$ cat src/rtl/param_updown_counter.sv
// -----------------------------------------------------------------------------
// param_updown_counter
//   Up/down counter of DIGITS 4-bit digits (W = 4*DIGITS bits). It counts in
//   plain binary or per-digit BCD, over the range 0..limit. In wrap mode it
//   rolls over at either end of the range; in saturate mode it holds there.
//   count[4k+3:4k] drives display digit k.
//
// Ports
//   clock     in   rising-edge clock
//   resetN    in   asynchronous active-low reset (clears count, tc, ovf)
//   clr       in   synchronous clear (highest priority)
//   en        in   count enable
//   up        in   1 = increment, 0 = decrement (used only when en=1)
//   load      in   synchronous load of min(load_val, limit)
//   load_val  in   W-bit value to load
//   limit     in   W-bit terminal value
//   count     out  registered count
//   tc        out  one-cycle pulse after an edge that hit a boundary
//   ovf       out  sticky boundary flag, cleared only by clr or reset
// -----------------------------------------------------------------------------
module param_updown_counter #(
  parameter int DIGITS   = 4,
  parameter int BCD      = 0,
  parameter int SATURATE = 0
) (
  input  logic                  clock,
  input  logic                  resetN,
  input  logic                  clr,
  input  logic                  en,
  input  logic                  up,
  input  logic                  load,
  input  logic [4*DIGITS-1:0]   load_val,
  input  logic [4*DIGITS-1:0]   limit,
  output logic [4*DIGITS-1:0]   count,
  output logic                  tc,
  output logic                  ovf
);

  localparam int W = 4 * DIGITS;

  // In BCD mode any digit above 9 is treated as 9; binary values pass through.
  function automatic logic [W-1:0] clamp_digits(input logic [W-1:0] v);
    logic [W-1:0] r;
    r = v;
    if (BCD != 0) begin
      for (int k = 0; k < DIGITS; k++) begin
        if (v[4*k +: 4] > 4'd9) r[4*k +: 4] = 4'd9;
      end
    end
    return r;
  endfunction

  // Increment: binary add, or ripple a decimal carry from the low digit up.
  function automatic logic [W-1:0] step_inc(input logic [W-1:0] v);
    logic [W-1:0] r;
    logic         carry;
    r     = v;
    carry = 1'b1;
    if (BCD == 0) begin
      r = v + W'(1);
    end else begin
      for (int k = 0; k < DIGITS; k++) begin
        if (carry) begin
          if (r[4*k +: 4] == 4'd9) begin
            r[4*k +: 4] = 4'd0;
          end else begin
            r[4*k +: 4] = r[4*k +: 4] + 4'd1;
            carry       = 1'b0;
          end
        end
      end
    end
    return r;
  endfunction

  // Decrement: binary subtract, or ripple a decimal borrow from the low digit up.
  function automatic logic [W-1:0] step_dec(input logic [W-1:0] v);
    logic [W-1:0] r;
    logic         borrow;
    r      = v;
    borrow = 1'b1;
    if (BCD == 0) begin
      r = v - W'(1);
    end else begin
      for (int k = 0; k < DIGITS; k++) begin
        if (borrow) begin
          if (r[4*k +: 4] == 4'd0) begin
            r[4*k +: 4] = 4'd9;
          end else begin
            r[4*k +: 4] = r[4*k +: 4] - 4'd1;
            borrow      = 1'b0;
          end
        end
      end
    end
    return r;
  endfunction

  logic [W-1:0] count_q, count_d;
  logic         tc_q, tc_d;
  logic         ovf_q, ovf_d;
  logic [W-1:0] lim_c;
  logic [W-1:0] load_c;

  assign lim_c  = clamp_digits(limit);
  assign load_c = clamp_digits(load_val);

  // count never holds a digit above 9 in BCD mode, so a plain unsigned
  // compare of the full word is the same as a decimal compare.
  always_comb begin
    count_d = count_q;
    tc_d    = 1'b0;
    ovf_d   = ovf_q;
    if (clr) begin
      count_d = '0;
      ovf_d   = 1'b0;
    end else if (load) begin
      count_d = (load_c > lim_c) ? lim_c : load_c;
    end else if (en) begin
      if (up) begin
        if (count_q >= lim_c) begin
          tc_d    = 1'b1;
          ovf_d   = 1'b1;
          count_d = (SATURATE != 0) ? lim_c : '0;
        end else begin
          count_d = step_inc(count_q);
        end
      end else begin
        if (count_q == '0) begin
          tc_d    = 1'b1;
          ovf_d   = 1'b1;
          count_d = (SATURATE != 0) ? '0 : lim_c;
        end else if (count_q > lim_c) begin
          // limit was lowered under the count: snap down, not a boundary
          count_d = lim_c;
        end else begin
          count_d = step_dec(count_q);
        end
      end
    end
  end

  always_ff @(posedge clock or negedge resetN) begin
    if (!resetN) begin
      count_q <= '0;
      tc_q    <= 1'b0;
      ovf_q   <= 1'b0;
    end else begin
      count_q <= count_d;
      tc_q    <= tc_d;
      ovf_q   <= ovf_d;
    end
  end

  assign count = count_q;
  assign tc    = tc_q;
  assign ovf   = ovf_q;

endmodule

$ cat config.mk
export PLATFORM = sky130hd
export DESIGN_NAME = param_updown_counter
export DESIGN_NICKNAME = d
export VERILOG_FILES = /design/src/rtl/param_updown_counter.sv
export SDC_FILE = /design/constraint.sdc
export NUM_CORES = 1
export LEC_CHECK = 0
export ABC_AREA = 1
export BUFFER_PORTS_ARGS = -buffer_cell sky130_fd_sc_hd__buf_2
export CORE_MARGIN = 4
export CORE_UTILIZATION = 45
export CTS_BUF_LIST = sky130_fd_sc_hd__clkbuf_16
export CTS_CLUSTER_DIAMETER = 100
export DETAILED_ROUTE_END_ITERATION = 8
export PLACE_DENSITY = 0.64
export SYNTH_ARGS = -nofsm -noshare
export SYNTH_HDL_FRONTEND = slang
export SYNTH_SLANG_ARGS = --single-unit
$ cat constraint.sdc
create_clock -name clock -period 2.5 [get_ports clock]
set_clock_uncertainty 0.2 [all_clocks]
set_input_delay 0.125 -clock clock [delete_from_list [all_inputs] [get_ports clock]]
set_output_delay 0.125 -clock clock [all_outputs]
set_load 0.1 [all_outputs]
==> metrics.csv <==
stage,metric,value,unit
die,FP Rows,29,
die,die height,90.6,microns
placed_design,dpl cells,587,
detailed_routing,DR vias,3207,
setup_path,critical setup path kind,flop to flop,
placed_design,DP HPWL,7.73,mm
layout,Post-Route Utilization,55.2,%
sta,TNS Setup,0,ns
layout,ratio of cells with drive above 1 in the final layout,28.5,%
detailed_routing,DRC,0,
grt,global-route wire length before repair,15.2,mm
yosys,number of flops mapped to enable cells by yosys,0,
detailed_routing,initial DRC count,167,
die,IO Pins,56,
setup_path,crit path cell chain,ha_1 -> nand2_1 -> nor2_2 -> nand2_1 -> clkinv_2 -> nand3b_4 -> nand4_1 -> buf_4 -> o21ai_0 -> o21bai_2 -> nand2_1 -> nand2_1,
setup_path,crit-path max FO,10,
detailed_routing,Avg WL per Cell,15.6,microns
yosys,Mapped Avg Cell Area,6.77,sq um
yosys,register bit total from synthesis,18,
pwr,Clk network pwr share,18.0,%
grt,GR Util All Layers,22.6,%
layout,FILL cells,669,
yosys,Synth Cell Area,0.00307,sq mm
layout,Ant. Diodes,0,
setup_path,Buf/Inv on CP,2,
setup_path,CP Capture Type,flop,
clocking,insertion delay to the later sink of the worst-skew pair,0.25,ns
clocking,CTS buffer count,3,
sta,Slew Limit Headroom,67.6,%
sta,final number of hold-violating endpoints,0,
layout,most frequent cells in the layout,"123 x nand2_1, 55 x buf_2, 47 x nand3_1",
grt,grt total ovfl,0,
yosys,Netlist cell types,43,
layout,Final Non-Filler Cells,596,
pwr,PD cells,520,mW/mm^2
status,status,"finished, final reports clean",
die,Core ar.,0.00649,sq mm
setup_path,crit path DAT,2.28,ns
layout,"commonest non-fill, non-tap cell in the layout",nand2_1,
sta,endpoints failing setup,0,
die,initial core utilization,47.2,%
clocking,CTS tree,yes,
clocking,CTS Buffer Depth,2,
clocking,clk root buf,clkbuf_16,
clocking,clock sinks,18,
setup_path,"Req. time, crit path",2.45,ns
grt,initial antenna violation count,0,
yosys,Synth Flop Type,dfrtp_1,
sta,worst-margin pin slew,0.489,ns
pwr,Logic pwr share,62.4,%
pwr,NetSw,0.964,mW
pwr,P_leak,1.89,nW
die,die area,0.00820,sq mm
sta,Max Freq,429,MHz
detailed_routing,vias per inst,5.38,
grt,vias in the first global route,3204,
grt,largest net degree at the start of global routing,21,
flow_run,max cap viols,0,
worst_hold_path,Worst Hold Class,input port to flop,
setup_path,CP peak stage delay,0.47,ns
detailed_routing,final WL,9.29,mm
layout,Final #Nets,593,
yosys,ys async rst share,100,%
setup_path,Worst path top cell family by delay,simple AND/OR/NAND/NOR gates,
sta,unrepaired setup endpoints after global routing,false,
sta,post-route minimum period,2.33,ns
yosys,Cells after Synth,453,
setup_path,Startpoint Class,flop,
yosys,Yosys Warn Count,0,
layout,Layout area overhead,16.9,%
clocking,H-tree Lvls,1,
pwr,Sw Ratio,51.7,%
yosys,Synth Net Count,526,
detailed_routing,ANT nets after route,0,
clocking,Worst-path clk slew,0.06,ns
pwr,Peak VDD IR,0.000344,V
pwr,Seq pwr share,19.6,%
detailed_routing,DRT Pass-1 Iters,4,
placed_design,RePlAce Congestion,0.915,
setup_path,"Slowest-stage cell, CP",dfrtp_2,
setup_path,CP dominant cell by count,nand2_1,
yosys,sequential share of the synthesized area,14.7,%
sta,count of pins over their slew limit,0,
placed_design,PortBufs,55,
die,Die X-Extent,90.6,microns
sta,Tcrit/Tclk final,93.2,%
pwr,Internal,0.902,mW
-- kinds of logic (layout without fill, tap and decap cells) --
logic type | Yosys count | in the layout | synth area share (%)
AND/OR/NAND/NOR | 244 | 244 | 40.0
AO/OA/AOI/OAI | 70 | 70 | 13.8
buffers and inverters | 65 | 131 | 11.3
adder cells (fa/ha/maj) | 35 | 35 | 14.3
XOR/XNOR | 21 | 21 | 6.00
flip-flops | 18 | 18 | 14.7
-- worst register-to-register path: stages, from the launching register on --
cell and delay, ns:
dfrtp_2 0.47, ha_1 0.32, nand2_1 0.06, nor2_2 0.12, nand2_1 0.09, clkinv_2 0.07, nand3b_4 0.11, nand4_1 0.17
buf_4 0.19, o21ai_0 0.08, o21bai_2 0.22, nand2_1 0.07, nand2_1 0.04
-- power by group through the flow --
stage | Sequential [mW] | Clock [mW] | Combinational [mW]
2_1_floorplan | 0.631 | 0 | 0.621
3_3_place_gp | 0.368 | 0 | 1.12
3_5_place_dp | 0.370 | 0 | 1.13
4_1_cts | 0.365 | 0.341 | 1.14
5_1_grt | 0.369 | 0.358 | 1.27
6_report | 0.365 | 0.336 | 1.16
-- synth_stat cells (2+ instances only) --
cell | number | area (sq um)
dlygate4sd1_1 | 2 | 17.5
ha_1 | 35 | 438
nor3_1 | 6 | 30.0
inv_1 | 43 | 161
buf_2 | 3 | 15.0
clkbuf_8 | 2 | 27.5
inv_2 | 3 | 11.3
nand2_2 | 13 | 81.3
nand2_4 | 3 | 33.8
xor2_1 | 19 | 166
clkbuf_1 | 2 | 7.51
nand3_2 | 2 | 20.0
buf_4 | 2 | 15.0
nand3_1 | 47 | 235
nand4_1 | 7 | 43.8
nor2_4 | 6 | 67.6
nor3_2 | 7 | 70.1
dfrtp_1 | 18 | 450
nand2_1 | 123 | 462
xnor2_1 | 2 | 17.5
o21ai_2 | 4 | 35.0
o21bai_1 | 7 | 52.6
o21ai_1 | 2 | 10.0
nor2_1 | 20 | 75.1
nor2_2 | 4 | 25.0
a21oi_1 | 22 | 110
buf_6 | 5 | 56.3
o21ai_0 | 19 | 95.1
a31oi_1 | 11 | 68.8
-- per-layer routing --
layer | up-vias | track usage (%) | share of wire (%)
li1 | 1645 | - | -
met1 | 1454 | 28.5 | 43
met2 | 96 | 40.3 | 50
met3 | 12 | 3.42 | 5.8
met4 | 0 | 4.97 | 1.4
met5 | - | 0 | 0
-- worst paths after layout --
path,startpoint,endpoint,slack (ns),cells after the start
worst max-delay path,count[13],count[6],0.17,12
worst min-delay path,load_val[14],count[14],0.04,5
worst max register to register,count[13],count[6],0.17,12
worst min register to register,ovf,ovf,0.34,2
max in group asynchronous,resetN,count[11],1.62,2
min in group asynchronous,resetN,ovf,0.15,2
-- layout make-up --
type / instances / area (sq um) / area share (%)
flip-flops and latches: 18 / 470 / 13.1
well taps: 77 / 96.3 / 2.69
repair buffers: 79 / 475 / 13.3
clock inverters: 1 / 3.75 / 0.105
clock buffers: 3 / 75.1 / 2.09
multi-input cells: 370 / 2280 / 63.5
inverters: 48 / 186 / 5.20
-- stage by stage --
stage	hold WS (ns)	power, mW	instance area (sq um)	setup WS [ns]
final	0.0367	1.87	3590	0.171
after detailed placement	-0.109	1.50	3440	0.122
after global routing	0.0630	2.00	3590	0.0192
after CTS	0.0324	1.85	3550	0.114
after global placement	-0.109	1.49	3440	0.169
after floorplan	-0.371	1.25	3090	0.00598
-- flip-flops by register name, indices dropped and copies added (netlist names) --
name	cells
tc	1
count	16
ovf	1
-- repair_timing --
action / CTS / global route
endpoints found under the hold margin: 20 / 0
resized for setup: 0 / 3
hold buffers: 3 / 0
buffers inserted: 0 / 2
endpoints found under the setup margin: 0 / 9
Note: power is estimated with default switching activity, not from simulation.
